`config.mk`:
```
export PLATFORM = sky130hd
export DESIGN_NAME = reaction_round_controller
export DESIGN_NICKNAME = d
export VERILOG_FILES = /design/src/rtl/reaction_round_controller_pkg.sv /design/src/rtl/reaction_lfsr.sv /design/src/rtl/reaction_round_controller.sv
export SDC_FILE = /design/constraint.sdc
export NUM_CORES = 1
export LEC_CHECK = 0
export CORE_MARGIN = 2
export CORE_UTILIZATION = 50
export CTS_CLUSTER_DIAMETER = 200
export DETAILED_ROUTE_END_ITERATION = 7
export PLACE_DENSITY_LB_ADDON = 0.1
export SKIP_LAST_GASP = 1
export SYNTH_ARGS = -nofsm -noshare
export SYNTH_HDL_FRONTEND = slang
export SYNTH_SLANG_ARGS = --single-unit
```
`constraint.sdc`:
```
create_clock -name clock -period 5.3 [get_ports clock]
set_clock_uncertainty 0.2 [all_clocks]
set_input_delay 1.06 -clock clock [delete_from_list [all_inputs] [get_ports clock]]
set_output_delay 1.06 -clock clock [all_outputs]
set_load 0.01 [all_outputs]
```
`src/rtl/reaction_round_controller_pkg.sv`:
```
// Shared definitions for the reaction timer: round state codes, time width and
// the LFSR step function used by the hold-off generator.
package reaction_round_controller_pkg;

  localparam int TIME_W           = 14;
  localparam int MAX_TIME_DEFAULT = 9999;

  typedef enum logic [2:0] {
    STATE_IDLE      = 3'd0,
    STATE_WAIT      = 3'd1,
    STATE_GO        = 3'd2,
    STATE_RESULT_OK = 3'd3,
    STATE_TOO_EARLY = 3'd4,
    STATE_TIMEOUT   = 3'd5
  } state_e;

  // Fibonacci step for x^16+x^14+x^13+x^11+1, shifting toward bit 0.
  function automatic logic [15:0] lfsr_next(input logic [15:0] cur);
    return {cur[0] ^ cur[2] ^ cur[3] ^ cur[5], cur[15:1]};
  endfunction

endpackage

```
`src/rtl/reaction_lfsr.sv`:
```
// Free-running 16-bit Fibonacci LFSR that supplies the random hold-off offset.
module reaction_lfsr
  import reaction_round_controller_pkg::*;
#(
  parameter logic [15:0] SEED = 16'hACE1
) (
  input  logic        clock,
  input  logic        reset,
  output logic [15:0] value
);

  logic [15:0] lfsr_r;

  // Advance every clock; reload the seed while reset is held low.
  always_ff @(posedge clock or negedge reset) begin
    if (!reset) begin
      lfsr_r <= SEED;
    end else begin
      lfsr_r <= lfsr_next(lfsr_r);
    end
  end

  assign value = lfsr_r;

endmodule

```
`src/rtl/reaction_round_controller.sv`:
```
// Round sequencer for the reaction timer: random hold-off, GO light and ms timing.
// Optional macro REACTION_TIMEOUT_EN ends the round in TIMEOUT when the count reaches MAX_TIME.
module reaction_round_controller
  import reaction_round_controller_pkg::*;
#(
  parameter int          DELAY_MIN_MS  = 1000,
  parameter int          DELAY_SPAN_MS = 4096,
  parameter int          MAX_TIME      = MAX_TIME_DEFAULT,
  parameter logic [15:0] LFSR_SEED     = 16'hACE1
) (
  input  logic              clock,
  input  logic              reset,
  input  logic              tick_1ms,
  input  logic              start_btn,
  input  logic              react_btn,
  output logic [2:0]        current_state,
  output logic [TIME_W-1:0] reaction_time,
  output logic              go_led,
  output logic              busy
);

  localparam logic [TIME_W-1:0] MAX_T     = TIME_W'(MAX_TIME);
  localparam logic [15:0]       DMIN      = 16'(DELAY_MIN_MS);
  localparam logic [15:0]       SPAN_MASK = 16'(DELAY_SPAN_MS - 1);

  state_e            state_r, state_next;
  logic [TIME_W-1:0] time_r, time_next;
  logic [15:0]       delay_r, delay_next;
  logic [15:0]       lfsr_value;
  logic              go_led_r, busy_r;

  reaction_lfsr #(.SEED(LFSR_SEED)) u_lfsr (
    .clock (clock),
    .reset (reset),
    .value (lfsr_value)
  );

  // Next-state, hold-off countdown and reaction-time arithmetic.
  always_comb begin
    state_next = state_r;
    time_next  = time_r;
    delay_next = delay_r;
    case (state_r)
      STATE_IDLE, STATE_RESULT_OK, STATE_TOO_EARLY, STATE_TIMEOUT: begin
        if (start_btn) begin
          state_next = STATE_WAIT;
          delay_next = DMIN + (lfsr_value & SPAN_MASK);
          time_next  = {TIME_W{1'b0}};
        end else begin
          state_next = state_r;
        end
      end
      STATE_WAIT: begin
        if (react_btn) begin
          state_next = STATE_TOO_EARLY;
        end else if (tick_1ms) begin
          // Treat a zero count like the final tick so a zero hold-off cannot wrap.
          if (delay_r <= 16'd1) begin
            state_next = STATE_GO;
            delay_next = 16'd0;
            time_next  = {TIME_W{1'b0}};
          end else begin
            delay_next = delay_r - 16'd1;
          end
        end else begin
          state_next = STATE_WAIT;
        end
      end
      STATE_GO: begin
        if (react_btn) begin
          state_next = STATE_RESULT_OK;
        end else if (tick_1ms) begin
          if (time_r >= MAX_T) begin
            time_next = MAX_T;
          end else begin
            time_next = time_r + 14'd1;
`ifdef REACTION_TIMEOUT_EN
            if ((time_r + 14'd1) == MAX_T) begin
              state_next = STATE_TIMEOUT;
            end else begin
              state_next = STATE_GO;
            end
`endif
          end
        end else begin
          state_next = STATE_GO;
        end
      end
      default: begin
        state_next = STATE_IDLE;
      end
    endcase
  end

  // State, counters and decoded indicator registers.
  always_ff @(posedge clock or negedge reset) begin
    if (!reset) begin
      state_r  <= STATE_IDLE;
      time_r   <= {TIME_W{1'b0}};
      delay_r  <= 16'd0;
      go_led_r <= 1'b0;
      busy_r   <= 1'b0;
    end else begin
      state_r  <= state_next;
      time_r   <= time_next;
      delay_r  <= delay_next;
      go_led_r <= (state_next == STATE_GO);
      busy_r   <= (state_next == STATE_WAIT) || (state_next == STATE_GO);
    end
  end

  assign current_state = state_r;
  assign reaction_time = time_r;
  assign go_led        = go_led_r;
  assign busy          = busy_r;

endmodule
```
==> impl_metrics.ini, run 1 <==
[run_status]
status = finished, final reports clean

[cts]
clockRootBuffer = clkbuf_8
path_clk_slew_ps = 100
ctsHoldBuffers = 0
cts_resized = 0
htree_levels = 2
clock_path_buffers = 2
worstSkewPairLatency_ps = 300
cts_setup_buffers = 0
cts_made_buffers = 5
clock-sinks = 51
tritoncts = yes

[placed_design]
gp_congestion = 0.843
placed_area_um2 = 3020
portBuffers = 23
dp_hpwl_um = 4270

[worst_setup_path]
slowest_delay_ps = 510
r2r_setup_slack_ps = 2580
path_class = in -> reg
path_delay_family = compound AO/OA/AOI/OAI gates
worst_ep_arrival_time_ps = 3140
worstRegToRegCells = 4
crit_buf_inv = 2
slowest_stage = clkdlybuf4s50_1
crit_fanout = 14
timing.rr.start = current_state[0]
timing.rr.end = delay_r[2]
path_cells = clkdlybuf4s50_1 > inv_1 > o311ai_1 > o21a_1 > o21ai_0 > a221o_1
crit_path_start_kind = input port
endpoint_kind = flop
required_ps = 5290

[layout]
syn2layout_area_growth_pct = 12.6
num_antenna_cells = 0
fin_nets = 310
final_layout_size_suffix_gt1_frac = 0.0993
final_area_um2 = 3140
fillers = 481

[global_route]
antenna_found_initial = 0
grt_pass1_vias = 2152
grt_overflow = 0
grt_pass1_wl_um = 10600
grt_util_all_layers = 0.214
grt_start_max_net_pins = 52

[hold_path]
min_to = u_lfsr.value[11]
hold_class = reg -> reg
hp-start = u_lfsr.value[12]
hold_depth = 0

[synth]
ys_async_sr_fraction = 1.00
synth_top_cell_by_area = dfrtp_1
postSynthAreaPerCell_um2 = 9.86
synth_cells = 283
netlist.area_leader.share = 0.385
synth_area_um2 = 2790
synthTopCellsByCount = dfrtp_1, o21ai_0, nor2_1
synth-seq-area-share = 0.461
synth_nets = 292
ys_dominant_reg_cell = dfrtp_1
synth_most_common_cell = dfrtp_1
synth_cell_type_count = 57
synth_edf_count = 0
ys_ff_latch = 51
ys.warnings.count = 0
synth.area.top_cells = dfrtp_1, dfstp_2, o21ai_0

[power]
combPwrFrac = 0.390
power.density_nw_per_um2 = 417
p_switching_uw = 527
power.internal_uw = 784
swShare = 0.402
clkPwrFrac = 0.219
power_leakage_nw = 1.30
vdd_drop_max_mv = 0.289
pwr-share-seq = 0.391

[floorplan]
num_rows = 27
die_y_um = 78.7
coreArea_um2 = 5440
initial_core_util = 0.513
design.die.area_um2 = 6200
io_pins = 24
die_w_um = 78.7

[routing]
drt_iter0_markers = 168
drc = 0
totalWireLength_um = 6210
vias = 2300
routedWlPerCell_um = 16.6
via_per_inst = 6.15
ant_nets = 0
drt_pass1_iterations = 4

[timing]
whs_ps = 159
fin_setup_tns_ps = 0
setup_viol = 0
timing.final.crit_share = 0.593
hold_viol_final = 0
maxSlewViolCount = 0
worstMarginPinSlew_ps = 1150
maxSlewHeadroom = 0.236
rsz0062_at_grt = false
fmax_ghz = 0.318
fin_crit_ps = 3140

[flow_run]
drv_cap = 0
-- layout by cell type, fill, tap and decap left out, types with 5 or more instances in the layout --
master / instances
nand4_1: 5
a21oi_1: 12
nand2_1: 10
dfstp_2: 8
xnor2_1: 7
nor2_1: 19
clkbuf_8: 6
dfrtp_1: 43
a221o_1: 9
clkdlybuf4s50_1: 22
nor3_1: 17
nor2b_1: 5
nand3_1: 10
o21ai_0: 21
nand2b_1: 5
a22o_1: 6
inv_1: 14
nor4_1: 7
-- power groups by stage --
stage / registers [mW] / logic [mW] / clock network, mW
finish: 0.513 / 0.511 / 0.287
global route: 0.523 / 0.571 / 0.310
CTS: 0.511 / 0.509 / 0.297
detailed placement: 0.518 / 0.508 / 0
global placement: 0.517 / 0.499 / 0
floorplan: 0.496 / 0.435 / 0
-- metal layers --
layer  part of all wire  vias to the layer above  GRT usage
met5                  0                        -          0
met2               0.49                       66      0.341
met4              0.013                        0     0.0632
met1               0.46                     1121      0.295
li1                   -                     1107          -
met3              0.040                        6     0.0477
-- final cells by class --
cell class,count,area (um^2),area share
clock buffer,6,82.6,0.0263
clock inverter,2,38.8,0.0123
inverter,14,52.6,0.0167
multi-input combinational,204,1350,0.430
sequential,51,1290,0.409
tap,72,90.1,0.0287
timing repair buffer,25,240,0.0765
-- state kept, by name, indices dropped and copies added (netlist names) --
signal	count
u_lfsr.value	16
current_state	3
go_led	1
delay_r	16
reaction_time	14
busy	1
-- cell families (layout without fill, tap and decap cells) --
logic type	count (synthesis)	after routing	share of synthesized area
buffers and inverters	28	47	0.0551
multiplexers	2	2	0.00717
AND/OR/NAND/NOR	100	100	0.204
adder cells (fa/ha/maj)	4	4	0.0179
flip-flops	51	51	0.461
AO/OA/AOI/OAI	88	88	0.224
XOR/XNOR	10	10	0.0314
-- metrics by stage --
| stage | power [mW] | instances | setup slack (ps) | util |
|---|---|---|---|---|
| 2_1_floorplan | 0.930 | 283 | 2520 | - |
| 3_3_place_gp | 1.02 | 366 | 1920 | 0.555 |
| 3_5_place_dp | 1.03 | 366 | 1850 | 0.555 |
| 4_1_cts | 1.32 | 374 | 2190 | 0.578 |
| 5_1_grt | 1.40 | 374 | 2010 | 0.578 |
| 6_report | 1.31 | 374 | 2160 | 0.578 |
-- worst max path at each step --
stage | start | end | slack [ps] | cells past startpoint
6_report | tick_1ms | delay_r[7] | 2160 | 6
5_1_grt | react_btn | delay_r[5] | 2010 | 5
2_1_floorplan | react_btn | delay_r[15] | 2520 | 5
3_3_place_gp | tick_1ms | delay_r[6] | 1920 | 6
4_1_cts | tick_1ms | delay_r[7] | 2190 | 6
3_5_place_dp | tick_1ms | delay_r[7] | 1850 | 6
Power figures use the tool's default switching activity.
==> inputs of run 2 (changes only) <==
- clock period: 5.3 -> 3.2 ns (I/O delays scaled with it)
==> impl_metrics.ini, run 2 (same netlist as run 1, synthesis figures left out) <==
[run_status]
status = finished, final reports clean

[worst_setup_path]
crit_path_start_kind = flop
crit_buf_inv = 0
path_cells = or3b_1 > a21oi_1 > a32oi_1 > o2bb2ai_1
path_delay_family = compound AO/OA/AOI/OAI gates
crit_fanout = 13
required_ps = 3230
worst_ep_arrival_time_ps = 2770
endpoint_kind = flop
slowest_stage = a21oi_1
path_class = reg -> reg
slowest_delay_ps = 940

[power]
power_leakage_nw = 1.30
p_total_mw = 2.10
combPwrFrac = 0.413
vdd_drop_max_mv = 0.346
power.density_nw_per_um2 = 670
p_switching_uw = 890
swShare = 0.424
clkPwrFrac = 0.182
power.internal_mw = 1.21
pwr-share-seq = 0.405

[timing]
fmax_ghz = 0.366
hold_viol_final = 0
fin_setup_tns_ps = 0
fin_crit_ps = 2740
worstMarginPinSlew_ps = 1150
maxSlewViolCount = 0
rsz0062_at_grt = false
fin_ws_ps = 464
timing.final.crit_share = 0.855
maxSlewHeadroom = 0.236
setup_viol = 0

[placed_design]
post-place-ws_ps = 199
gp_congestion = 0.814
portBuffers = 23
placed_area_um2 = 3040
dp_hpwl_um = 4470

[global_route]
antenna_found_initial = 0
grt_util_all_layers = 0.213
grt_pass1_wl_um = 10400
grt_start_max_net_pins = 30
grt_pass1_vias = 2152
grt_overflow = 0

[layout]
final_common_cell = dfrtp_1
final_area_um2 = 3130
final_cell_mix = dfrtp_1, clkdlybuf4s50_1, o21ai_0
fillers = 489
final_layout_size_suffix_gt1_frac = 0.108
syn2layout_area_growth_pct = 12.3
num_antenna_cells = 0
fin_nets = 313

[cts]
ctsHoldBuffers = 0
worstSkewPairLatency_ps = 310
htree_levels = 2
clockRootBuffer = clkbuf_8
clock_path_buffers = 2
cts_setup_buffers = 0
cts_made_buffers = 5
tritoncts = yes
cts_resized = 0
path_clk_slew_ps = 100
clock-sinks = 51

[routing]
drt_pass1_iterations = 4
vias = 2300
totalWireLength_um = 6220
via_per_inst = 6.10
drt_iter0_markers = 169
routedWlPerCell_um = 16.5
ant_nets = 0
drc = 0

[flow_run]
drv_cap = 0

[hold_path]
hold_class = in -> async

[floorplan]
design.die.area_um2 = 6200
num_rows = 27
coreArea_um2 = 5440
die_w_um = 78.7
initial_core_util = 0.513
die_y_um = 78.7
io_pins = 24
==> run 2: metal layers <==
layer	wire [um]	vias up	track usage	part of all wire
met3	197	4	0.0398	0.032
met5	0	-	0	0
met2	3070	46	0.357	0.49
met4	52	0	0.0667	0.0084
li1	-	1112	-	-
met1	2900	1138	0.279	0.47
==> run 2: layout make-up <==
class / instances / area [um^2] / share of cell area
clock buffers: 5 / 68.8 / 0.0220
inverters: 14 / 52.6 / 0.0168
repair buffers: 28 / 263 / 0.0838
well taps: 72 / 90.1 / 0.0287
multi-input cells: 204 / 1350 / 0.431
clock inverters: 3 / 22.5 / 0.00719
flip-flops and latches: 51 / 1290 / 0.410
==> run 2: power groups by stage <==
stage                     Clock (mW)  Sequential (mW)  Combinational [mW]
after global routing           0.425            0.869               0.950
after CTS                      0.394            0.848               0.866
final                          0.381            0.851               0.867
after floorplan                    0            0.821               0.720
after detailed placement           0            0.858               0.860
after global placement             0            0.860               0.851
==> run 2: per-stage QoR <==
stage,hold WS [ps],cells,util
2_1_floorplan,133,283,-
3_3_place_gp,137,369,0.559
3_5_place_dp,139,369,0.559
4_1_cts,166,377,0.576
5_1_grt,174,377,0.576
6_report,150,377,0.576
==> run 2: final timing paths <==
kind                                         end              from  cells past startpoint  slack, ps
max in group asynchronous       u_lfsr.value[10]             reset                      2       1940
worst min-delay path            reaction_time[3]             reset                      1        150
worst max-delay path                 delay_r[11]  current_state[0]                      4        460
worst min register to register  u_lfsr.value[13]  u_lfsr.value[14]                      0        160
worst max register to register       delay_r[11]  current_state[0]                      4        460
min in group clock              u_lfsr.value[13]  u_lfsr.value[14]                      0        160
==> run 2: worst register-to-register path: cells and delay by family, from the launching register on <==
family,cells,cell delay [ps]
flops,1,550
compound gates,3,1350
simple gates,1,570
==> inputs of run 3 (changes only) <==
- SKIP_CTS_REPAIR_TIMING: default -> 1
==> results of run 3 <==
No change in the layout: final DEF, timing and power equal those of run 2.
